--- src/rtl/filt_sched_pkg.sv ---
// Shared types and constants for the filter scheduler and its position tracker.
package filt_sched_pkg;

  localparam int EN_WIDTH = 4;
  localparam int SEC_W    = 3;

  typedef enum logic [1:0] {
    WAIT_SYNC = 2'd0,
    RUN       = 2'd1,
    HOLD      = 2'd2
  } state_t;

  typedef logic [1:0] phase_t;

  function automatic logic [EN_WIDTH-1:0] onehot_en(input phase_t idx);
    return {{(EN_WIDTH-1){1'b0}}, 1'b1} << idx;
  endfunction

endpackage

--- src/rtl/filt_pos_tracker.sv ---
// Tracks pixel/line position of each transfer beat and maps it to a section index.
module filt_pos_tracker
  import filt_sched_pkg::*;
#(
  parameter int XResolution  = 1939,
  parameter int YResolution  = 1120,
  parameter int XNumSections = 4,
  parameter int YNumSections = 4
) (
  input  logic             clk_i,
  input  logic             rst_ni,
  input  logic             xfer_i,
  input  logic             frame_start_i,
  input  logic             line_end_i,
  input  logic             vde_i,
  output logic [SEC_W-1:0] x_sec_o,
  output logic [SEC_W-1:0] y_sec_o
);

  localparam int XW    = (XResolution > 1) ? $clog2(XResolution) : 1;
  localparam int YW    = (YResolution > 1) ? $clog2(YResolution) : 1;
  localparam int XSecW = XResolution / XNumSections;
  localparam int YSecH = YResolution / YNumSections;
  localparam logic [XW-1:0] X_MAX = XW'(XResolution - 1);
  localparam logic [YW-1:0] Y_MAX = YW'(YResolution - 1);

  logic [XW-1:0] x_q, x_cur, x_d;
  logic [YW-1:0] y_q, y_cur, y_d;
  logic [31:0]   x_div, y_div;

  // Coordinates of the current beat; a frame start overrides a simultaneous line end.
  always_comb begin
    x_cur = x_q;
    y_cur = y_q;
    if (frame_start_i) begin
      x_cur = '0;
      y_cur = '0;
    end else if (line_end_i) begin
      x_cur = '0;
      y_cur = (y_q == Y_MAX) ? y_q : y_q + YW'(1);
    end
    x_d = x_q;
    y_d = y_q;
    if (xfer_i) begin
      x_d = x_cur;
      y_d = y_cur;
      if (vde_i && (x_cur != X_MAX)) x_d = x_cur + XW'(1);
    end
  end

  always_ff @(posedge clk_i or negedge rst_ni) begin
    if (!rst_ni) begin
      x_q <= '0;
      y_q <= '0;
    end else begin
      x_q <= x_d;
      y_q <= y_d;
    end
  end

  // The last section absorbs any remainder of the uneven division.
  assign x_div   = 32'(x_cur) / 32'(XSecW);
  assign y_div   = 32'(y_cur) / 32'(YSecH);
  assign x_sec_o = (x_div >= 32'(XNumSections)) ? SEC_W'(XNumSections - 1) : x_div[SEC_W-1:0];
  assign y_sec_o = (y_div >= 32'(YNumSections)) ? SEC_W'(YNumSections - 1) : y_div[SEC_W-1:0];

endmodule

--- src/rtl/filt_sched.sv ---
// Rotating filter-enable scheduler driven by the video pipeline handshake.
// Button pause/step control is compiled only when FILT_SCHED_BTN_EN is defined.
module filt_sched
  import filt_sched_pkg::*;
#(
  parameter int XResolution   = 1939,
  parameter int YResolution   = 1120,
  parameter int XNumSections  = 4,
  parameter int YNumSections  = 4,
  parameter int FramesPerStep = 60
) (
  input  logic                clk_i,
  input  logic                rst_ni,
  input  logic                valid_i,
  input  logic                ready_i,
  input  logic                hsync_i,
  input  logic                vsync_i,
  input  logic                vde_i,
  input  logic [1:0]          btn_i,
  output logic [EN_WIDTH-1:0] enable_o,
  output logic [1:0]          phase_o,
  output logic                paused_o
);

  localparam int FCW = (FramesPerStep > 1) ? $clog2(FramesPerStep) : 1;
  localparam logic [FCW-1:0] FC_LAST = FCW'(FramesPerStep - 1);

  logic                xfer, frame_start, line_end;
  logic                vsync_q, vde_q;
  logic                pause_rise, step_rise;
  logic [SEC_W-1:0]    x_sec, y_sec;
  state_t              state_q, state_d;
  logic [FCW-1:0]      frame_cnt_q, frame_cnt_d;
  phase_t              phase_q, phase_d, pend_q, pend_d, sel;
  logic [EN_WIDTH-1:0] en_q, en_d;
  logic                unused_sig;

  assign xfer        = valid_i && ready_i;
  assign frame_start = xfer && vsync_i && !vsync_q;
  assign line_end    = xfer && !vde_i && vde_q;
  assign unused_sig  = hsync_i ^ x_sec[SEC_W-1] ^ y_sec[SEC_W-1];

  filt_pos_tracker #(
    .XResolution (XResolution),
    .YResolution (YResolution),
    .XNumSections(XNumSections),
    .YNumSections(YNumSections)
  ) u_pos (
    .clk_i        (clk_i),
    .rst_ni       (rst_ni),
    .xfer_i       (xfer),
    .frame_start_i(frame_start),
    .line_end_i   (line_end),
    .vde_i        (vde_i),
    .x_sec_o      (x_sec),
    .y_sec_o      (y_sec)
  );

`ifdef FILT_SCHED_BTN_EN
  logic [1:0] btn_q;

  always_ff @(posedge clk_i or negedge rst_ni) begin
    if (!rst_ni) btn_q <= '0;
    else         btn_q <= btn_i;
  end

  // Pause toggle wins over a step that rises in the same cycle.
  assign pause_rise = btn_i[0] && !btn_q[0];
  assign step_rise  = btn_i[1] && !btn_q[1] && !pause_rise;
  assign paused_o   = (state_q == HOLD);
`else
  logic unused_btn;
  assign unused_btn = ^btn_i;
  assign pause_rise = 1'b0;
  assign step_rise  = 1'b0;
  assign paused_o   = 1'b0;
`endif

  // Steps taken in HOLD accumulate in pend and only land on the phase at a frame start.
  always_comb begin
    state_d     = state_q;
    frame_cnt_d = frame_cnt_q;
    phase_d     = phase_q;
    pend_d      = pend_q;
    en_d        = en_q;
    sel         = '0;
    if (frame_start) begin
      phase_d = phase_q + pend_q;
      pend_d  = '0;
    end
    case (state_q)
      WAIT_SYNC: begin
        if (frame_start) state_d = RUN;
      end
      RUN: begin
        if (frame_start) begin
          if (frame_cnt_q == FC_LAST) begin
            frame_cnt_d = '0;
            phase_d     = phase_d + 2'd1;
          end else begin
            frame_cnt_d = frame_cnt_q + FCW'(1);
          end
        end
        if (pause_rise) state_d = HOLD;
      end
      HOLD: begin
        if (pause_rise) begin
          state_d     = RUN;
          frame_cnt_d = '0;
        end else if (step_rise) begin
          pend_d = pend_d + 2'd1;
        end
      end
      default: state_d = WAIT_SYNC;
    endcase
    if (xfer) begin
      sel  = x_sec[1:0] + y_sec[1:0] + phase_d;
      en_d = (state_d == WAIT_SYNC) ? '0 : onehot_en(sel);
    end
  end

  always_ff @(posedge clk_i or negedge rst_ni) begin
    if (!rst_ni) begin
      state_q     <= WAIT_SYNC;
      frame_cnt_q <= '0;
      phase_q     <= '0;
      pend_q      <= '0;
      en_q        <= '0;
      vsync_q     <= 1'b0;
      vde_q       <= 1'b0;
    end else begin
      state_q     <= state_d;
      frame_cnt_q <= frame_cnt_d;
      phase_q     <= phase_d;
      pend_q      <= pend_d;
      en_q        <= en_d;
      if (xfer) begin
        vsync_q <= vsync_i;
        vde_q   <= vde_i;
      end
    end
  end

  assign enable_o = en_q;
  assign phase_o  = phase_q;

endmodule
--- config.mk ---
export PLATFORM = sky130hd
export DESIGN_NAME = filt_sched
export DESIGN_NICKNAME = d
export VERILOG_FILES = /design/src/rtl/filt_sched_pkg.sv /design/src/rtl/filt_pos_tracker.sv /design/src/rtl/filt_sched.sv
export SDC_FILE = /design/constraint.sdc
export NUM_CORES = 1
export LEC_CHECK = 0
export BUFFER_PORTS_ARGS = -buffer_cell sky130_fd_sc_hd__clkbuf_2
export CAP_MARGIN = 20
export CORE_UTILIZATION = 30
export DETAILED_ROUTE_END_ITERATION = 8
export PLACE_DENSITY_LB_ADDON = 0.12
export SLEW_MARGIN = 25
export SYNTH_ARGS = -nofsm -noshare
export SYNTH_HDL_FRONTEND = slang
export SYNTH_SLANG_ARGS = --single-unit
--- constraint.sdc ---
create_clock -name clk_i -period 4.1 [get_ports clk_i]
set_input_delay 0.41 -clock clk_i [delete_from_list [all_inputs] [get_ports clk_i]]
set_output_delay 0.41 -clock clk_i [all_outputs]
set_load 0.05 [all_outputs]
Word level (Yosys, flattened, before mapping)
Index checks and enable logic that the tools add are counted.

storage, ports and cells
  flip-flop bits (word level) = 38
  bits of input ports = 9
  output and inout bits = 7
  logic and storage cells = 51

operators by class
  add/subtract/negate cells = 6
  div/mod/pow operators = 2
  order comparisons = 2
  eq/ne operators = 5
  shift operators = 1
  multiplexer cells = 15
  reductions and logical operators = 12

operator list
  cell                                                                                   number
  11-bit two-way mux                                                                     6
  11-bit by 9-bit divider with 32-bit output (second input constant)                     2
  32-bit by 3-bit greater-or-equal comparator with 1-bit output (second input constant)  2
  11-bit by 1-bit adder with 11-bit output (second input constant)                       2
  2-bit two-way mux                                                                      6
  11-bit equality test (second input constant)                                           1
  11-bit != test (second input constant)                                                 1
  6-bit by 1-bit adder with 6-bit output (second input constant)                         1
  6-bit equality test (second input constant)                                            1
  1-bit logical AND                                                                      6
  6-bit two-way mux                                                                      1
  2-bit adder                                                                            2
  2-bit logical NOT                                                                      2
  4-bit two-way mux                                                                      1
  2-bit one-hot mux with 2 select lines                                                  1
  1-bit by 2-bit left shift with 4-bit output (first input constant)                     1
  2-bit by 1-bit adder with 2-bit output (second input constant)                         1
  2-bit by 1-bit equality test with 1-bit output (second input constant)                 1
  2-bit equality test (second input constant)                                            1
  1-bit logical NOT                                                                      2
  2-bit AND reduction                                                                    1
  2-bit OR reduction                                                                     1

Logic depth before layout (Yosys ltp)
Gate-level depths: netlist of run 1.

  word-level depth = 12
  gate-level depth with buffers = 19
  gate-level depth less buffers = 19

By module
Synthesis of run 1 repeated with hierarchy kept, for this count alone.

second synthesis, totals
  cells, all modules = 332
  area total of the unflattened synthesis = 2889.0 um^2

by module, submodules not included
  module            instances  cells each  area an instance (um^2)  seq. area each (um^2)
  filt_pos_tracker  1          251         2042.0                   550.5
  filt_sched        1          81          847.1                    400.4

Worst setup path before layout of run 1
No wires, ideal clock.

  kind = flip-flop to flip-flop
  start = register u_pos.y_q[0]
  end = register en_q[1] (netlist: enable_o[1])
  setup time = 0.131 ns
  arrival time = 4.155 ns
  data required time = 3.969 ns
  path slack = -0.187 ns
  stages on the path, launching flop included = 16
  buffers on the path = 0
  period minus slack after synthesis = 4.287 ns
  cell sequence = dfrtp_1 ha_1 nand4_1 nor4_1 mux2i_1 or2_1 o211a_2 mux2i_1 nor3_1 o311ai_0 a21oi_1 fa_1 xnor2_1 xor2_1 nor3_1 or3_1

between the ends
  cells in the longest elaborated chain, start to end = 11
  elaborated cells between the ends (all ways) = 12
  classes of those cells = add/sub: 3; div: 1; order compare: 1; eq/ne: 1; shift: 1; mux: 5

RTL lines
  element                                                                                  line                    source
  start: declaration                                                                       filt_pos_tracker.sv:28  logic [YW-1:0] y_q, y_cur, y_d;
  start signal: assignment                                                                 filt_pos_tracker.sv:57  y_q <= y_d;
  11-bit by 1-bit adder with 11-bit output / 11-bit equality test (equally long branches)  filt_pos_tracker.sv:40  y_cur = (y_q == Y_MAX) ? y_q : y_q + YW'(1);
  11-bit two-way mux                                                                       filt_pos_tracker.sv:40
  11-bit two-way mux (*)                                                                   filt_pos_tracker.sv:38  end else if (line_end_i) begin
  11-bit two-way mux (*)                                                                   filt_pos_tracker.sv:35  if (frame_start_i) begin
  11-bit by 9-bit divider with 32-bit output (*)                                           filt_pos_tracker.sv:63  assign y_div = 32'(y_cur) / 32'(YSecH);
  32-bit by 3-bit greater-or-equal comparator with 1-bit output                            filt_pos_tracker.sv:65  assign y_sec_o = (y_div >= 32'(YNumSections)) ? SEC_W'(YNumSections - 1) : y_div[SEC_W-1:0];
  2-bit two-way mux (*)                                                                    filt_pos_tracker.sv:65
  2-bit adder (*) (2 in series)                                                            filt_sched.sv:117       sel = x_sec[1:0] + y_sec[1:0] + phase_d;
  1-bit by 2-bit left shift with 4-bit output (*)                                          filt_sched_pkg.sv:16    return {{(EN_WIDTH-1){1'b0}}, 1'b1} << idx;
  4-bit two-way mux (*)                                                                    filt_sched.sv:118       en_d = (state_d == WAIT_SYNC) ? '0 : onehot_en(sel);
  end signal: assignment                                                                   filt_sched.sv:136       en_q <= en_d;
  end: declaration                                                                         filt_sched.sv:35        logic [EN_WIDTH-1:0] en_q, en_d;

Mark *: on every way between the ends. The rest lies on a longest branch, timed or not.
A chain may end at the register's enable or synchronous reset.

Worst setup path after layout of run 1
  start = register vde_q
  end = register en_q[1] (netlist: enable_o[1])

between the ends
  cells in the longest elaborated chain, start to end = 10
  elaborated cells between the ends (all ways) = 15
  classes of those cells = add/sub: 2; div: 2; order compare: 2; shift: 1; mux: 7; reduce/logical: 1

RTL lines
  element                                                                           line                                            source
  start: declaration                                                                filt_sched.sv:29                                logic vsync_q, vde_q;
  start signal: assignment                                                          filt_sched.sv:139                               vde_q <= vde_i;
  1-bit logical AND (*)                                                             filt_sched.sv:40                                assign line_end = xfer && !vde_i && vde_q;
  11-bit two-way mux                                                                filt_pos_tracker.sv:38
  11-bit two-way mux                                                                filt_pos_tracker.sv:35
  11-bit by 9-bit divider with 32-bit output (on tied branches)                     filt_pos_tracker.sv:62, filt_pos_tracker.sv:63
  32-bit by 3-bit greater-or-equal comparator with 1-bit output (on tied branches)  filt_pos_tracker.sv:64, filt_pos_tracker.sv:65
  2-bit two-way mux (on tied branches)                                              filt_pos_tracker.sv:64, filt_pos_tracker.sv:65
  2-bit adder (*) (2 in series)                                                     filt_sched.sv:117
  1-bit by 2-bit left shift with 4-bit output (*)                                   filt_sched_pkg.sv:16
  4-bit two-way mux (*)                                                             filt_sched.sv:118

Marks and branches as above.

==> flow_summary_export.csv, run 1 <==
group,metric,value,unit
drt,dr.pass1.iters,6,
drt,ant_nets,0,
drt,drc_errors,0,
grt,grt_pass1_wl,13.48,mm
yosys,ys_warn_count,0,
timing,period_needed,4.132,ns
flow_run,maxCapViolations,0,
timing,rsz0062_at_grt,"true",
setup_path,rr_worst_depth,15,
grt,grt_use_total,17.35,%
setup_path,critPathKind,"flop to flop",
yosys,synth_cell_types,63,
cells_and_area,fill_cells,887,
drt,avgViaCountPerCell,5.263,
clocking,cts_hold_buf,0,
timing,slew_violations,0,
status,violations,"setup timing",
drt,avgRoutedWirePerCell,14.89,um
clocking,cts_sinks,38,
drt,top_layer,"met4",
placement,dp.cells,515,
placement,dpl.hpwl,5.783,mm
clocking,cts_buffers,5,
yosys,ys.flop_type,"dfrtp_1",
drt,dr_wl_met3,193,um
clocking,clock_path_buffers,2,
drt,drt-initial-drc-count,86,
drt,wl_met1,3.745,mm
cells_and_area,mostFrequentLayoutCell,"buf_4",
drt,wl_met2,3.923,mm
pwr,cellPowerDensity,245.2,nW/um2
placement,globalplace.congestion,0.8084,
timing,setup_viol_count_final,1,
yosys,synth_edf_count,0,
setup_path,crit_path_start_kind,"flop",
yosys,yosys.area_share.simple,30.20,%
pwr,power,0.9638,mW
grt,grt_max_degree,39,
yosys,ys_seq_area_share,34.20,%
yosys,synthesis.instances,335,
clocking,clk_pin_slew,0.08,ns
min_path,min_path_type,"input pin to async pin",
timing,worst_hold_slack,0.1283,ns
timing,layout_setup_ws,-0.03204,ns
cells_and_area,multi_input_area,2013,um2
cells_and_area,final_cell_mix,"buf_4 (81), nand2_1 (47), dfrtp_1 (38)",
yosys,synth-xor-area-share,4.725,%
yosys,synth_mux_area_share,2.700,%
placement,io_buffers,11,
timing,worst_slew_pin_slew,0.5581,ns
timing,hold_violations,0,
yosys,synth_top_family_by_area,"simple AND/OR/NAND/NOR gates",
clocking,clkLatencyLatePin,0.29,ns
yosys,synth.top_cell.area_share,34.20,%
clocking,htree_levels,2,
setup_path,cp.arrival,4.36,ns
yosys,synthAdderAreaFrac,4.320,%
setup_path,end_kind,"flop",
clocking,cts-root-buf,"clkbuf_8",
yosys,yosysTopAreaCell,"dfrtp_1",
die,die_y,98.27,um
status,status,"complete, but fails checks",
placement,place_ws,-0.2498,ns
pwr,ir_worst_vdd,139.1,uV
yosys,postSynthNetCount,353,
cells_and_area,final_cells,533,
timing,relSlewSlack,62.40,%
yosys,ys_ff_latch,38,
die,die-area,9656,um2
die,ioPinCount,16,
timing,finClkSkew,0.005722,ns
pwr,cellLeakagePower,1.787,nW
die,initial_core_util,31.42,%
setup_path,required,4.33,ns
clocking,cts_tree,"done",
drt,drt_wl_total,7.939,mm
cells_and_area,diodes,0,
yosys,synth_area,2780,um2
die,dieWidth,98.27,um
yosys,synthArstFlopShare,100.0,%
cells_and_area,area_growth_syn_to_layout,41.36,%
grt,grt-ovfl-total,0,
setup_path,reg2reg_slack,-0.03,ns
yosys,synth.area.top_cells,"dfrtp_1 (34%), nand2_1 (6.3%), nor2_1 (4.3%), ha_1 (3.6%), o21ai_0 (3.6%)",
timing,fmax,0.2420,GHz
cells_and_area,drive_above_1_share,37.18,%
setup_path,crit_path_max_fanout,8,
timing,fin_crit_sh,100.8,%
yosys,synth.avg_cell_area,8.299,um2
die,core-area,8848,um2
drt,dr_total_vias,2805,
cells_and_area,ff_latch_area,950.9,um2
die,rows,34,
grt,grt_pass1_vias,2794,
grt,antenna_found_initial,0,
cells_and_area,final_net_count,443,
yosys,synth-compound-area-share,20.21,%
[state kept, by name, indices dropped and copies added (netlist names)]
signal / cells
enable_o: 4
frame_cnt_q: 6
phase_o: 2
state_q: 2
u_pos.x_q: 11
u_pos.y_q: 11
vde_q: 1
vsync_q: 1
[routing by layer]
| metal | track usage (%) | vias up |
|---|---|---|
| met5 | 0 | - |
| met4 | 4.478 | 0 |
| met3 | 2.076 | 7 |
| met2 | 30.39 | 38 |
| met1 | 22.62 | 1354 |
| li1 | - | 1406 |
[cell type report]
cell class	count	share of cell area [%]
Tap cell	108	3.438
Sequential cell	38	24.20
Multi-Input combinational cell	275	51.23
Timing Repair Buffer	97	18.37
Clock inverter	2	0.2547
Clock buffer	5	1.751
Inverter	8	0.7641
[critical path: stages, from the launching register on]
cell	delay, ns
dfrtp_1	0.42
nand4b_4	0.22
buf_4	0.22
o41ai_4	0.33
a21oi_2	0.06
o32a_4	0.38
or4_4	0.50
a22oi_2	0.23
nand3_2	0.11
o32a_1	0.31
a21oi_2	0.14
fa_2	0.45
or3_4	0.41
nor2_1	0.09
and3_1	0.13
or3_1	0.09
[power breakdown]
group	internal, mW	total [mW]	leakage, nW	switching (mW)
clock network	0.114	0.252	0.0438	0.137
logic	0.113	0.243	1.24	0.130
registers	0.421	0.469	0.501	0.0480
[stage by stage]
step | area [um2] | utilization [%] | setup TNS, ns
2_1_floorplan | 2838 | - | 0
3_3_place_gp | 3523 | 39.82 | -0.7397
3_5_place_dp | 3526 | 39.85 | -0.7909
4_1_cts | 3840 | 43.40 | -0.08047
5_1_grt | 3930 | 44.41 | -0.8258
6_report | 3930 | 44.41 | -0.03204
[synth_stat cells, types with 3 or more instances]
| master | n |
|---|---|
| o21ai_0 | 20 |
| and2_1 | 6 |
| inv_1 | 8 |
| and3_1 | 4 |
| mux2i_1 | 5 |
| a211oi_1 | 3 |
| nor2_1 | 32 |
| or3_1 | 6 |
| nand4_1 | 9 |
| nor2b_1 | 5 |
| and4_1 | 3 |
| a21oi_1 | 13 |
| buf_2 | 3 |
| a22o_1 | 4 |
| clkbuf_1 | 9 |
| ha_1 | 8 |
| nand2b_1 | 3 |
| o31ai_1 | 6 |
| o21ai_1 | 4 |
| dfrtp_1 | 38 |
| nor4_1 | 6 |
| xor2_1 | 6 |
| nor3_1 | 12 |
| nand2_1 | 47 |
| a31oi_1 | 7 |
| xnor2_1 | 9 |
| nand3_1 | 12 |
| and4b_1 | 3 |
[worst paths after layout]
check | from | endpoint
min in group clk_i | state_q[1] | state_q[0]
setup / recovery | vde_q | enable_o[1]
hold / removal | rst_ni | u_pos.y_q[0]
hold reg to reg | state_q[1] | state_q[0]
max in group asynchronous | rst_ni | u_pos.x_q[10]
setup reg to reg | vde_q | enable_o[1]
[cells by family after synthesis]
kind of cell    count (synthesis)
buf+inv                        22
simple gates                  161
fa+ha+maj                       9
xor+xnor                       15
mux                             7
compound gates                 82
flops                          38
other cells                     1
[what timing repair did]
action | 4_1_cts | 5_1_grt
cloned | 0 | 0
buffers inserted | 10 | 2
resized for setup | 32 | 15
setup endpoints to repair | 4 | 4
pin swaps | 26 | 17
Note: power is estimated with default switching activity, not from simulation.
==> run 2: changes to the inputs <==
--- a/config.mk
+++ b/config.mk
@@ -10,6 +10,7 @@
 export CORE_UTILIZATION = 30
 export DETAILED_ROUTE_END_ITERATION = 8
 export PLACE_DENSITY_LB_ADDON = 0.12
+export RECOVER_POWER = 100
 export SLEW_MARGIN = 25
 export SYNTH_ARGS = -nofsm -noshare
 export SYNTH_HDL_FRONTEND = slang
==> flow_summary_export.csv, run 2 (synthesized netlist as in run 1, its figures left out) <==
group,metric,value,unit
grt,grt_pass1_vias,2794,
placement,dp.cells,515,
timing,setup_viol_count_final,1,
cells_and_area,diodes,0,
grt,grtUsageMet2,30.39,%
setup_path,critPathKind,"flop to flop",
clocking,cts_tree,"done",
pwr,netSwitchingFraction,32.83,%
pwr,intPower,0.6463,mW
setup_path,crit_path_max_fanout,8,
setup_path,end_kind,"flop",
drt,dr.pass1.iters,6,
timing,worst_hold_slack,0.4679,ns
status,status,"complete, but fails checks",
cells_and_area,area_growth_syn_to_layout,40.77,%
grt,grt_util_met1,22.62,%
grt,grt_pass1_wl,13.48,mm
min_path,hold_start,"state_q[1]",
die,rows,34,
clocking,clock_path_buffers,2,
placement,placed_area,3526,um2
setup_path,startpoint,"vde_q",
cells_and_area,final_net_count,443,
drt,drc_errors,0,
die,ioPinCount,16,
clocking,clkLatencyLatePin,0.29,ns
pwr,clockPowerShare,26.2,%
setup_path,worst_path_largest_cell_delay,0.50,ns
setup_path,crit_path_start_kind,"flop",
drt,drt-initial-drc-count,84,
grt,grt_use_total,17.35,%
timing,fin_crit_sh,100.8,%
drt,avgRoutedWirePerCell,14.90,um
setup_path,path_cells,"nand4b_4 > buf_4 > o41ai_4 > a21oi_2 > o32a_4 > or4_4 > a22oi_2 > nand3_2 > o32a_1 > a21oi_2 > fa_2 > or3_4 > nor2_1 > and3_1 > or3_1",
cells_and_area,final_cells,533,
placement,io_buffers,11,
pwr,ir_worst_vdd,139.2,uV
die,core-area,8848,um2
timing,fmax,0.2419,GHz
drt,dr_total_vias,2805,
grt,gr-max-usage-layer,"met2",
setup_path,path_common_cell,"a21oi_2",
timing,hold_violations,0,
cells_and_area,drive_above_1_share,35.06,%
clocking,cts_sinks,38,
placement,dpl.hpwl,5.783,mm
pwr,p_comb_share,25.1,%
pwr,netSwitchingPower,0.3159,mW
die,initial_core_util,31.42,%
setup_path,r2r-start,"vde_q",
timing,worst_slew_pin_slew,2.178,ns
timing,rsz0062_at_grt,"true",
grt,antenna_found_initial,0,
grt,use_met3,2.076,%
cells_and_area,final_util,44.23,%
setup_path,required,4.33,ns
pwr,cellLeakagePower,1.755,nW
pwr,cellPowerDensity,245.9,nW/um2
cells_and_area,reg.largest.list,"u_pos.x_q (11), u_pos.y_q (11), frame_cnt_q (6)",
timing,relSlewSlack,-45.17,%
cells_and_area,final_cell_mix,"buf_4 (79), nand2_1 (47), dfrtp_1 (38)",
flow_run,maxCapViolations,1,
die,dieWidth,98.27,um
timing,finClkSkew,0.005492,ns
grt,grt-ovfl-total,0,
die,die-area,9656,um2
timing,slew_violations,39,
pwr,power_frac_seq,48.8,%
cells_and_area,mostFrequentLayoutCell,"buf_4",
clocking,clk_pin_slew,0.08,ns
cells_and_area,fill_cells,891,
setup_path,cp.arrival,4.37,ns
clocking,cts-root-buf,"clkbuf_8",
drt,avgViaCountPerCell,5.263,
clocking,htree_levels,2,
status,violations,"capacitance limit, slew limit, setup timing",
timing,layout_setup_ws,-0.03475,ns
cells_and_area,stdcell_area,3914,um2
drt,drt_wl_total,7.942,mm
setup_path,reg2reg_slack,-0.03,ns
min_path,min_path_type,"flop to flop",
clocking,cts_buffers,5,
grt,grt_max_degree,39,
timing,period_needed,4.135,ns
placement,globalplace.congestion,0.8084,
setup_path,crit_path_top_delay_cell,"or4_4",
drt,ant_nets,0,
placement,place_ws,-0.2498,ns
die,die_y,98.27,um
==> run 2: metal layers <==
layer | part of all wire, % | routed length (um)
met4 | 0.97 | 77
met1 | 48 | 3781
met3 | 1.9 | 154
met5 | 0 | 0
met2 | 49 | 3929
==> run 2: final timing paths <==
kind,to,cells after the start
worst max-delay path,enable_o[1],15
worst min-delay path,state_q[0],1
worst max register to register,enable_o[1],15
worst min register to register,state_q[0],1
max in group asynchronous,u_pos.x_q[10],1
min in group asynchronous,u_pos.y_q[0],1
==> run 2: through the flow <==
stage	total power, mW	setup TNS, ns
after CTS	0.9760	-0.08047
after detailed placement	0.7056	-0.7909
after global placement	0.7008	-0.7397
after floorplan	0.6195	0
final	0.9623	-0.03475
after global routing	1.030	-0.8258
==> run 2: repair_timing <==
action | 4_1_cts | 5_1_grt
endpoints found under the setup margin | 4 | 4
gates resized for setup | 32 | 15
setup buffers | 10 | 2
hold buffers | 0 | 0
pin swaps | 26 | 17
==> run 2: cell type report <==
class | count | area [um2] | share of cell area [%]
clock buffers | 5 | 68.82 | 1.758
clock inverters | 2 | 10.01 | 0.2558
inverters | 8 | 30.03 | 0.7673
multi-input cells | 275 | 2013 | 51.44
flip-flops and latches | 38 | 950.9 | 24.30
well taps | 108 | 135.1 | 3.453
repair buffers | 97 | 705.7 | 18.03
==> run 2: critical path, delay by kind of cell (launching register included) <==
family / cells / cell delay, ns
buffers and inverters: 1 / 0.22
AO/OA/AOI/OAI: 6 / 1.45
flip-flops: 1 / 0.42
AND/OR/NAND/NOR: 7 / 1.55
adder cells (fa/ha/maj): 1 / 0.45
==> run 2: power by group through the flow <==
stage	registers, mW	logic [mW]	clock network [mW]
3_3_place_gp	0.472	0.229	0
4_1_cts	0.469	0.243	0.264
5_1_grt	0.478	0.273	0.279
3_5_place_dp	0.473	0.233	0
2_1_floorplan	0.477	0.143	0
6_report	0.469	0.241	0.252
